--- config.mk ---
export PLATFORM = sky130hd
export DESIGN_NAME = neopixel_tx_multi
export DESIGN_NICKNAME = d
export VERILOG_FILES = /design/src/rtl/neopixel_tx_multi.sv
export SDC_FILE = /design/constraint.sdc
export NUM_CORES = 1
export LEC_CHECK = 0
export ABC_AREA = 1
export CORE_ASPECT_RATIO = 1.2
export CORE_UTILIZATION = 43
export CTS_BUF_LIST = sky130_fd_sc_hd__clkbuf_2 sky130_fd_sc_hd__clkbuf_4 sky130_fd_sc_hd__clkbuf_8
export DETAILED_ROUTE_END_ITERATION = 8
export MAX_ROUTING_LAYER = met4
export SLEW_MARGIN = 5
export SYNTH_ARGS = -nofsm -noshare
export SYNTH_HDL_FRONTEND = slang
export SYNTH_SLANG_ARGS = --single-unit
--- constraint.sdc ---
create_clock -name i_clk -period 3.3 [get_ports i_clk]
set_input_delay 0.33 -clock i_clk [delete_from_list [all_inputs] [get_ports i_clk]]
set_output_delay 0.33 -clock i_clk [all_outputs]
set_load 0.1 [all_outputs]
--- src/rtl/neopixel_tx_multi.sv ---
// -----------------------------------------------------------------------------
// neopixel_tx_multi
//   WS2812/SK6812 serial transmitter. Streams len+1 pixels of BPP bits each,
//   MSB first, from a synchronous pixel RAM. The next pixel is prefetched while
//   the current one is shifted out, so bit periods run back to back across
//   pixel boundaries. Provides busy/done status, abort and auto-repeat.
//
// Ports
//   i_clk       system clock
//   i_reset_n   asynchronous active-low reset
//   i_start     start-frame request, honoured only when idle
//   i_len       pixels in frame minus 1, captured on start
//   i_repeat    sampled in DONE: 1 restarts the frame automatically
//   i_abort     ends the frame early and goes straight to the latch period
//   o_mem_addr  pixel RAM read address (never exceeds the captured length)
//   i_mem_data  RAM read data, valid one cycle after o_mem_addr changes
//   o_led_out   serial data to the LED chain
//   o_busy      high from the start-accept edge until the frame is done
//   o_done      one-cycle pulse when the latch period of a frame completes
// -----------------------------------------------------------------------------
module neopixel_tx_multi #(
  parameter int ADDR_W = 8,
  parameter int BPP    = 24,
  parameter int CNT_W  = 16,
  parameter int T0H    = 8,
  parameter int T0L    = 24,
  parameter int T1H    = 16,
  parameter int T1L    = 16,
  parameter int TRESET = 2200
) (
  input  logic              i_clk,
  input  logic              i_reset_n,
  input  logic              i_start,
  input  logic [ADDR_W-1:0] i_len,
  input  logic              i_repeat,
  input  logic              i_abort,
  output logic [ADDR_W-1:0] o_mem_addr,
  input  logic [BPP-1:0]    i_mem_data,
  output logic              o_led_out,
  output logic              o_busy,
  output logic              o_done
);

  localparam int BIT_W = $clog2(BPP);

  localparam logic [CNT_W-1:0] T0H_M1    = CNT_W'(T0H - 1);
  localparam logic [CNT_W-1:0] T0L_M1    = CNT_W'(T0L - 1);
  localparam logic [CNT_W-1:0] T1H_M1    = CNT_W'(T1H - 1);
  localparam logic [CNT_W-1:0] T1L_M1    = CNT_W'(T1L - 1);
  localparam logic [CNT_W-1:0] TRESET_M1 = CNT_W'(TRESET - 1);
  localparam logic [BIT_W-1:0] LAST_BIT  = BIT_W'(BPP - 1);

  // Timing counters never saturate, so every period must fit in CNT_W bits.
  if (BPP < 2 || CNT_W < 2 ||
      T0H < 1 || T0H >= 2**CNT_W || T0L < 1 || T0L >= 2**CNT_W ||
      T1H < 1 || T1H >= 2**CNT_W || T1L < 1 || T1L >= 2**CNT_W ||
      TRESET < 1 || TRESET >= 2**CNT_W) begin : g_param_check
    $error("neopixel_tx_multi: timing parameter out of range");
  end

  typedef enum logic [2:0] {
    S_IDLE,
    S_FETCH,
    S_HIGH,
    S_LOW,
    S_LATCH,
    S_DONE
  } state_t;

  state_t             state;
  state_t             next_state;
  logic [CNT_W-1:0]   cnt;
  logic [BPP-1:0]     shift_reg;
  logic [BPP-1:0]     prefetch;
  logic [BIT_W-1:0]   bit_idx;
  logic [ADDR_W-1:0]  pix;
  logic [ADDR_W-1:0]  len_q;

  logic               cur_bit;
  logic [CNT_W-1:0]   high_m1;
  logic [CNT_W-1:0]   low_m1;
  logic               last_bit;
  logic               last_pix;
  logic [ADDR_W:0]    pix_plus2;
  logic               can_advance;

  assign cur_bit     = shift_reg[BPP-1];
  assign high_m1     = cur_bit ? T1H_M1 : T0H_M1;
  assign low_m1      = cur_bit ? T1L_M1 : T0L_M1;
  assign last_bit    = (bit_idx == LAST_BIT);
  assign last_pix    = (pix == len_q);
  // One extra bit so len = 2**ADDR_W-1 cannot wrap the prefetch address to 0.
  assign pix_plus2   = {1'b0, pix} + (ADDR_W+1)'(2);
  assign can_advance = (pix_plus2 <= {1'b0, len_q});
  assign o_done      = (state == S_DONE);

  always_ff @(posedge i_clk or negedge i_reset_n) begin
    if (!i_reset_n) begin
      state <= S_IDLE;
    end else begin
      // NOTE: non-blocking assignments in clocked blocks keep every register
      // updating from the same pre-edge values, independent of statement order.
      state <= next_state;
    end
  end

  always_comb begin
    // NOTE: assign the default first so no path through the case leaves
    // next_state unassigned, which would infer a latch.
    next_state = state;
    case (state)
      S_IDLE:  if (i_start) next_state = S_FETCH;
      // Cycle 0: RAM reads pixel 0; cycle 1: shift reg loads; cycle 2: first HIGH.
      S_FETCH: begin
        if (i_abort)                 next_state = S_LATCH;
        else if (cnt == CNT_W'(2))   next_state = S_HIGH;
      end
      S_HIGH: begin
        if (i_abort)                 next_state = S_LATCH;
        else if (cnt == high_m1)     next_state = S_LOW;
      end
      S_LOW: begin
        if (i_abort)                 next_state = S_LATCH;
        else if (cnt == low_m1)      next_state = (last_bit && last_pix) ? S_LATCH : S_HIGH;
      end
      S_LATCH: if (cnt == TRESET_M1) next_state = S_DONE;
      S_DONE:  next_state = i_repeat ? S_FETCH : S_IDLE;
      default: next_state = S_IDLE;
    endcase
  end

  always_ff @(posedge i_clk or negedge i_reset_n) begin
    if (!i_reset_n) begin
      cnt        <= '0;
      shift_reg  <= '0;
      prefetch   <= '0;
      bit_idx    <= '0;
      pix        <= '0;
      len_q      <= '0;
      o_mem_addr <= '0;
      o_led_out  <= 1'b0;
      o_busy     <= 1'b0;
    end else begin
      // The pin is a flop decoded from the next state, so abort and bit
      // transitions take effect on the same edge as the state change.
      o_led_out <= (next_state == S_HIGH);
      o_busy    <= (next_state != S_IDLE);

      if (next_state != state || state == S_IDLE) cnt <= '0;
      else                                        cnt <= cnt + CNT_W'(1);

      case (state)
        S_IDLE: begin
          if (i_start) begin
            len_q      <= i_len;
            o_mem_addr <= '0;
          end
        end
        S_FETCH: begin
          if (!i_abort && cnt == CNT_W'(1)) begin
            shift_reg <= i_mem_data;
            pix       <= '0;
            bit_idx   <= '0;
            if (len_q != '0) o_mem_addr <= ADDR_W'(1);
          end
        end
        S_HIGH: prefetch <= i_mem_data;
        S_LOW: begin
          prefetch <= i_mem_data;
          if (next_state == S_HIGH) begin
            if (last_bit) begin
              // Pixel boundary: swap in the prefetched pixel and start the
              // read of the one after it, if it belongs to this frame.
              shift_reg <= prefetch;
              pix       <= pix + ADDR_W'(1);
              bit_idx   <= '0;
              if (can_advance) o_mem_addr <= pix_plus2[ADDR_W-1:0];
            end else begin
              shift_reg <= shift_reg << 1;
              bit_idx   <= bit_idx + BIT_W'(1);
            end
          end
        end
        S_DONE: if (i_repeat) o_mem_addr <= '0;
        default: ;
      endcase
    end
  end

endmodule

==> impl_metrics.ini, run 1 <==
[run_status]
outcome = finished clean

[worst_setup_path]
path_cells = nand2_1 -> nor2_1 -> inv_1 -> nor3_1 -> nor2_1 -> ha_1 -> a21oi_1 -> o21ai_0 -> nor2_1 -> nand2_1 -> nand3_1 -> nand2_1 -> inv_2 -> nand3_2 -> nand2_1 -> nand2_1
required_ps = 3570
critPathLaunchType = register
path_class = register to register
max_stage_delay_ps = 530
path_max_fanout = 9
cp_slowest_cell = dfrtp_1
end_kind = register
cpMostUsedCell = nand2_1
worstPathArrival_ps = 2960

[timing]
finalClockSkew_ps = 9.110
hold_ws_ps = 117.3
tns_ps = 0
tightest_slew_ps = 1051
min_period_over_period = 0.8162
slew_viol_final = 0
finalSetupViolCount = 0
finalHoldViolations = 0
maxSlewHeadroom = 0.2993
clock.fmax_ghz = 0.3713
rsz0062_at_grt = no
fin_crit_ps = 2694

[yosys]
synth_ff_type = dfrtp_1
syn_inst = 730
synth.distinct_cells = 40
synth_seq_cells = 98
ys.warnings.count = 0
synth_area_um2 = 5562
ys_seq_area_frac = 0.4409
avgSynthCellArea_um2 = 7.619
synth_enable_flop_cells = 0
syn_nets = 781
async_flop_share = 1.000

[global_route]
grt_max_degree = 83
overflow = 0
grt_pass1_wl_um = 21290
grt_pass1_vias = 4485
grt_usage = 0.2049
antenna_found_initial = 0

[pwr]
p_per_area_nw_per_um2 = 598.5
peakVddDrop_uv = 373.8
p_leak_uw = 0.002977
finalPower_uw = 3782

[place]
hpwl_um = 8592
place_area_um2 = 6120
placedCellCount = 916
portBuffers = 47
place.gp.congestion = 0.8658

[die]
coreArea_um2 = 12610
chipWidth_um = 105.8
row_count = 45
initial_core_util = 0.4410
dieHeight_um = 126.6
pin_count = 48
die_area_um2 = 13390

[routing]
first_iter_violations = 225
num_vias = 4743
routedWlPerCell_um = 13.30
postRouteAntennaNets = 0
routed_wl_um = 12390
post_drt_via_cell_ratio = 5.089
drtPass1Iterations = 4
drcViolationCount = 0

[cts]
postCtsSetupBuffers = 0
clockRootBuffer = clkbuf_8
clkSlewWorstSetupHoldPaths_ps = 90
clk_latency_ps = 380
cts_tree = yes
cts_max_path_buffers = 2
cts_resized = 0
numClockSinks = 98
htreeDepth = 3
cts_buffers = 9
cts-hold-fix-buffers = 0

[layout]
layout_commonest_cell = nand2_1
synthToLayoutAreaGrowth_pct = 13.61
num-fill-cells = 1286
antenna_cells = 0
nets = 814
stdcell_count = 932
layout_common_cells = 159 x nand2_1, 101 x o21ai_0, 98 x dfrtp_1
drive_gt1_frac = 0.07292
design_area_um2 = 6319

[job]
maxCapViolations = 0

[min_path]
hold_path.class = primary input to async pin
==> per-stage QoR <==
stage	utilization	worst slack (ps)
floorplan	-	416.5
global placement	0.4852	684.9
detailed placement	0.4852	631.1
CTS	0.5010	609.3
global route	0.5010	224.6
finish	0.5010	606.5
==> critical path: cells and delay by family (launching register included) <==
kind	cells	cell delay [ps]
AO/OA/AOI/OAI	2	230
adder cells (fa/ha/maj)	1	320
buffers and inverters	2	230
flip-flops	1	530
AND/OR/NAND/NOR	11	1270
==> cell type report <==
type	instances	area, um^2	area share
multi-input combinational	500	2572	0.4071
sequential	98	2452	0.3881
timing repair buffer	53	510.5	0.08079
inverter	101	379.1	0.06000
tap	164	205.2	0.03248
clock buffer	11	145.1	0.02297
clock inverter	5	53.80	0.008515
==> cells by family after synthesis <==
| kind of cell | after synthesis | share of synthesized area |
|---|---|---|
| and+or+nand+nor | 318 | 0.2583 |
| AOI/OAI and AO/OA | 145 | 0.1348 |
| xor gates and xnor gates | 22 | 0.03600 |
| buffers and inverters | 132 | 0.09651 |
| muxes | 1 | 0.002025 |
| adders and majority gates | 14 | 0.03150 |
| DFF | 98 | 0.4409 |
==> power by group <==
group | internal, uW | switching, uW
combinational | 408 | 841
clock | 378 | 429
sequential | 1540 | 186
total | 2330 | 1460
==> Yosys cell counts, types with 3 or more instances <==
| master | n | area [um^2] |
|---|---|---|
| a21oi_1 | 36 | 180.2 |
| dfrtp_1 | 98 | 2452 |
| xor2_1 | 13 | 113.9 |
| inv_1 | 90 | 337.8 |
| o21ai_0 | 101 | 505.5 |
| inv_2 | 9 | 33.78 |
| nor2_1 | 60 | 225.2 |
| buf_4 | 4 | 30.03 |
| nand3b_1 | 3 | 22.52 |
| buf_2 | 6 | 30.03 |
| clkbuf_1 | 13 | 48.80 |
| nor4_1 | 3 | 18.77 |
| nor2_2 | 3 | 18.77 |
| xnor2_1 | 8 | 70.07 |
| nand2_4 | 3 | 33.78 |
| nand3_2 | 4 | 40.04 |
| nand4_1 | 18 | 112.6 |
| ha_1 | 14 | 175.2 |
| clkbuf_2 | 3 | 15.01 |
| nand2_1 | 159 | 596.8 |
| buf_1 | 3 | 11.26 |
| nor3_1 | 26 | 130.1 |
| nand2_2 | 3 | 18.77 |
| nand3_1 | 30 | 150.1 |
==> worst paths after layout <==
| kind | startpoint | to | slack, ps | cells past startpoint |
|---|---|---|---|---|
| worst max-delay path | pix[3] | o_mem_addr[3] | 610 | 16 |
| worst max register to register | pix[3] | o_mem_addr[3] | 610 | 16 |
| worst min register to register | o_mem_addr[6] | o_mem_addr[6] | 480 | 2 |
| max in group asynchronous | i_reset_n | o_mem_addr[3] | 2380 | 2 |
| min in group i_clk | o_mem_addr[6] | o_mem_addr[6] | 480 | 2 |
| worst min-delay path | i_reset_n | cnt[8] | 120 | 1 |
==> routing by layer <==
layer	global-route usage	wire length [um]	part of all wire	vias to the layer above
met3	0.02569	334	0.027	17
met2	0.3314	5880	0.47	64
met5	-	0	0	-
met1	0.2620	5929	0.48	2239
met4	0.08007	250	0.020	0
li1	-	-	-	2423
(Power assumes the default switching activity.)
==> run 2, diff against run 1 <==
- clock period: 3.3 -> 2.5 ns (I/O delays scaled with it)
==> run 2 against run 1 <==
Against the previous run: clock power grew 36%; highest routed layer unchanged; cell area grew 5.0%; cell count grew 2.0%; first-iteration DRC count shrank 4.9%; critical endpoint is now o_mem_addr[5].
==> impl_metrics.ini, run 2 (synthesis results as in run 1) <==
[routing]
first_iter_violations = 214
drcViolationCount = 0
num_vias = 4769
postRouteAntennaNets = 0
post_drt_via_cell_ratio = 5.015
drtPass1Iterations = 4
routed_wl_um = 12810
routedWlPerCell_um = 13.47

[pwr]
power.share.clock = 0.212
power_frac_seq = 0.435
switchingPower_uw = 1989
p_int_uw = 3214
peakVddDrop_uv = 390.6
p_per_area_nw_per_um2 = 784.3
switching_share = 0.3823
combPwrFrac = 0.352
p_leak_uw = 0.003130

[timing]
finalClockSkew_ps = 11.20
finalHoldViolations = 0
slew_viol_final = 0
fin_crit_ps = 2408
min_period_over_period = 0.9631
maxSlewHeadroom = 0.5322
tightest_slew_ps = 700.7
clock.fmax_ghz = 0.4153
rsz0062_at_grt = yes
finalSetupViolCount = 0
tns_ps = 0

[place]
place.gp.congestion = 0.8780
hpwl_um = 8914
portBuffers = 47
placedCellCount = 931
place_area_um2 = 6272

[global_route]
antenna_found_initial = 0
grt_max_degree = 64
overflow = 0
grt_pass1_wl_um = 21500
grt_usage = 0.2084
grt_pass1_vias = 4457

[worst_setup_path]
path_class = register to register
worstPathArrival_ps = 2680
crit_cells = 17
path_delay_family = simple AND/OR/NAND/NOR gates
max_stage_delay_ps = 440
crit_path_start = pix[1]
cp_slowest_cell = dfrtp_1
required_ps = 2770
end_kind = register
r2r_end = o_mem_addr[5]
crit_buf_inv = 2
cpMostUsedCell = nand2_1
cp-endpoint = o_mem_addr[5]
critPathLaunchType = register
path_cells = ha_4 -> nand2_2 -> o21ai_0 -> o21ai_1 -> inv_1 -> ha_1 -> nand2_1 -> nand3b_1 -> nor2_1 -> nor2_1 -> nand2_1 -> nand3_2 -> nand2_4 -> inv_4 -> nand3_4 -> nand2_2 -> nand2_1
path_max_fanout = 8
reg2reg_slack_ps = 90
r2r-start = pix[1]
worstRegToRegCells = 17

[die]
chipWidth_um = 105.8
row_count = 45
coreArea_um2 = 12610
dieHeight_um = 126.6
die_area_um2 = 13390
pin_count = 48
initial_core_util = 0.4410

[layout]
synthToLayoutAreaGrowth_pct = 19.30
antenna_cells = 0
layout_common_cells = 151 x nand2_1, 99 x o21ai_0, 97 x dfrtp_1
design_area_um2 = 6635
drive_gt1_frac = 0.1347
layout_commonest_cell = nand2_1
nets = 834
stdcell_count = 951

[cts]
cts_buffers = 9
htreeDepth = 3
clkSlewWorstSetupHoldPaths_ps = 100
cts_tree = yes
numClockSinks = 98
cts_max_path_buffers = 2
clockRootBuffer = clkbuf_8
clk_latency_ps = 380

[run_status]
outcome = finished clean

[job]
maxCapViolations = 0

[min_path]
hold_path.class = primary input to async pin
-- run 2: final cells by class --
class	instances	area, um^2
clock inverter	3	47.55
timing repair inverter	1	7.507
timing repair buffer	72	693.2
inverter	101	381.6
clock buffer	12	158.9
sequential	98	2454
fill	1270	5977
multi-input combinational	500	2688
tap	164	205.2
-- run 2: worst min-delay path by stage --
| stage | from | end | slack, ps | cells past startpoint |
|---|---|---|---|---|
| 6_report | i_reset_n | cnt[10] | 370 | 2 |
| 5_1_grt | i_reset_n | cnt[10] | 390 | 2 |
| 4_1_cts | i_reset_n | cnt[10] | 370 | 2 |
| 3_5_place_dp | i_reset_n | cnt[10] | 250 | 1 |
| 3_3_place_gp | i_reset_n | cnt[10] | 240 | 1 |
| 2_1_floorplan | i_reset_n | bit_idx[0] | -50 | 0 |
-- run 2: worst register-to-register path, stage by stage (launching register included) --
cell and delay [ps]:
dfrtp_1 440, ha_4 190, nand2_2 120, o21ai_0 90, o21ai_1 120, inv_1 60, ha_1 300, nand2_1 80
nand3b_1 120, nor2_1 50, nor2_1 100, nand2_1 70, nand3_2 80, nand2_4 70, inv_4 100, nand3_4 140
nand2_2 120, nand2_1 60
-- run 2: power by group through the flow --
stage	sequential, uW	clock, uW	combinational [uW]
floorplan	2330	0	1180
global placement	2290	0	1710
detailed placement	2290	0	1750
CTS	2260	1150	1770
global route	2320	1200	2070
finish	2270	1100	1830
-- run 2: metrics by stage --
step / hold WS [ps] / power, uW / worst slack (ps) / utilization
6_report: 365.9 / 5204 / 92.29 / 0.5261
5_1_grt: 394.9 / 5590 / -70.47 / 0.5261
2_1_floorplan: -45.59 / 3504 / 113.1 / -
3_5_place_dp: 246.9 / 4035 / -87.78 / 0.4973
3_3_place_gp: 241.2 / 4001 / 46.65 / 0.4973
4_1_cts: 367.2 / 5178 / 11.27 / 0.5157
-- run 2: repair_timing --
item / in CTS / in global routing
hold endpoints to repair: 35 / 0
setup endpoints to repair: 8 / 31
cloned: 0 / 1
setup buffers: 1 / 2
hold buffers: 1 / 0
resized for setup: 1 / 29
pin swaps: 0 / 12
-- run 2: metal layers --
metal,vias up,track usage,part of all wire
met5,-,-,0
met4,0,0.07026,0.016
met3,14,0.02569,0.033
met2,81,0.3303,0.47
met1,2212,0.2773,0.49
li1,2462,-,-
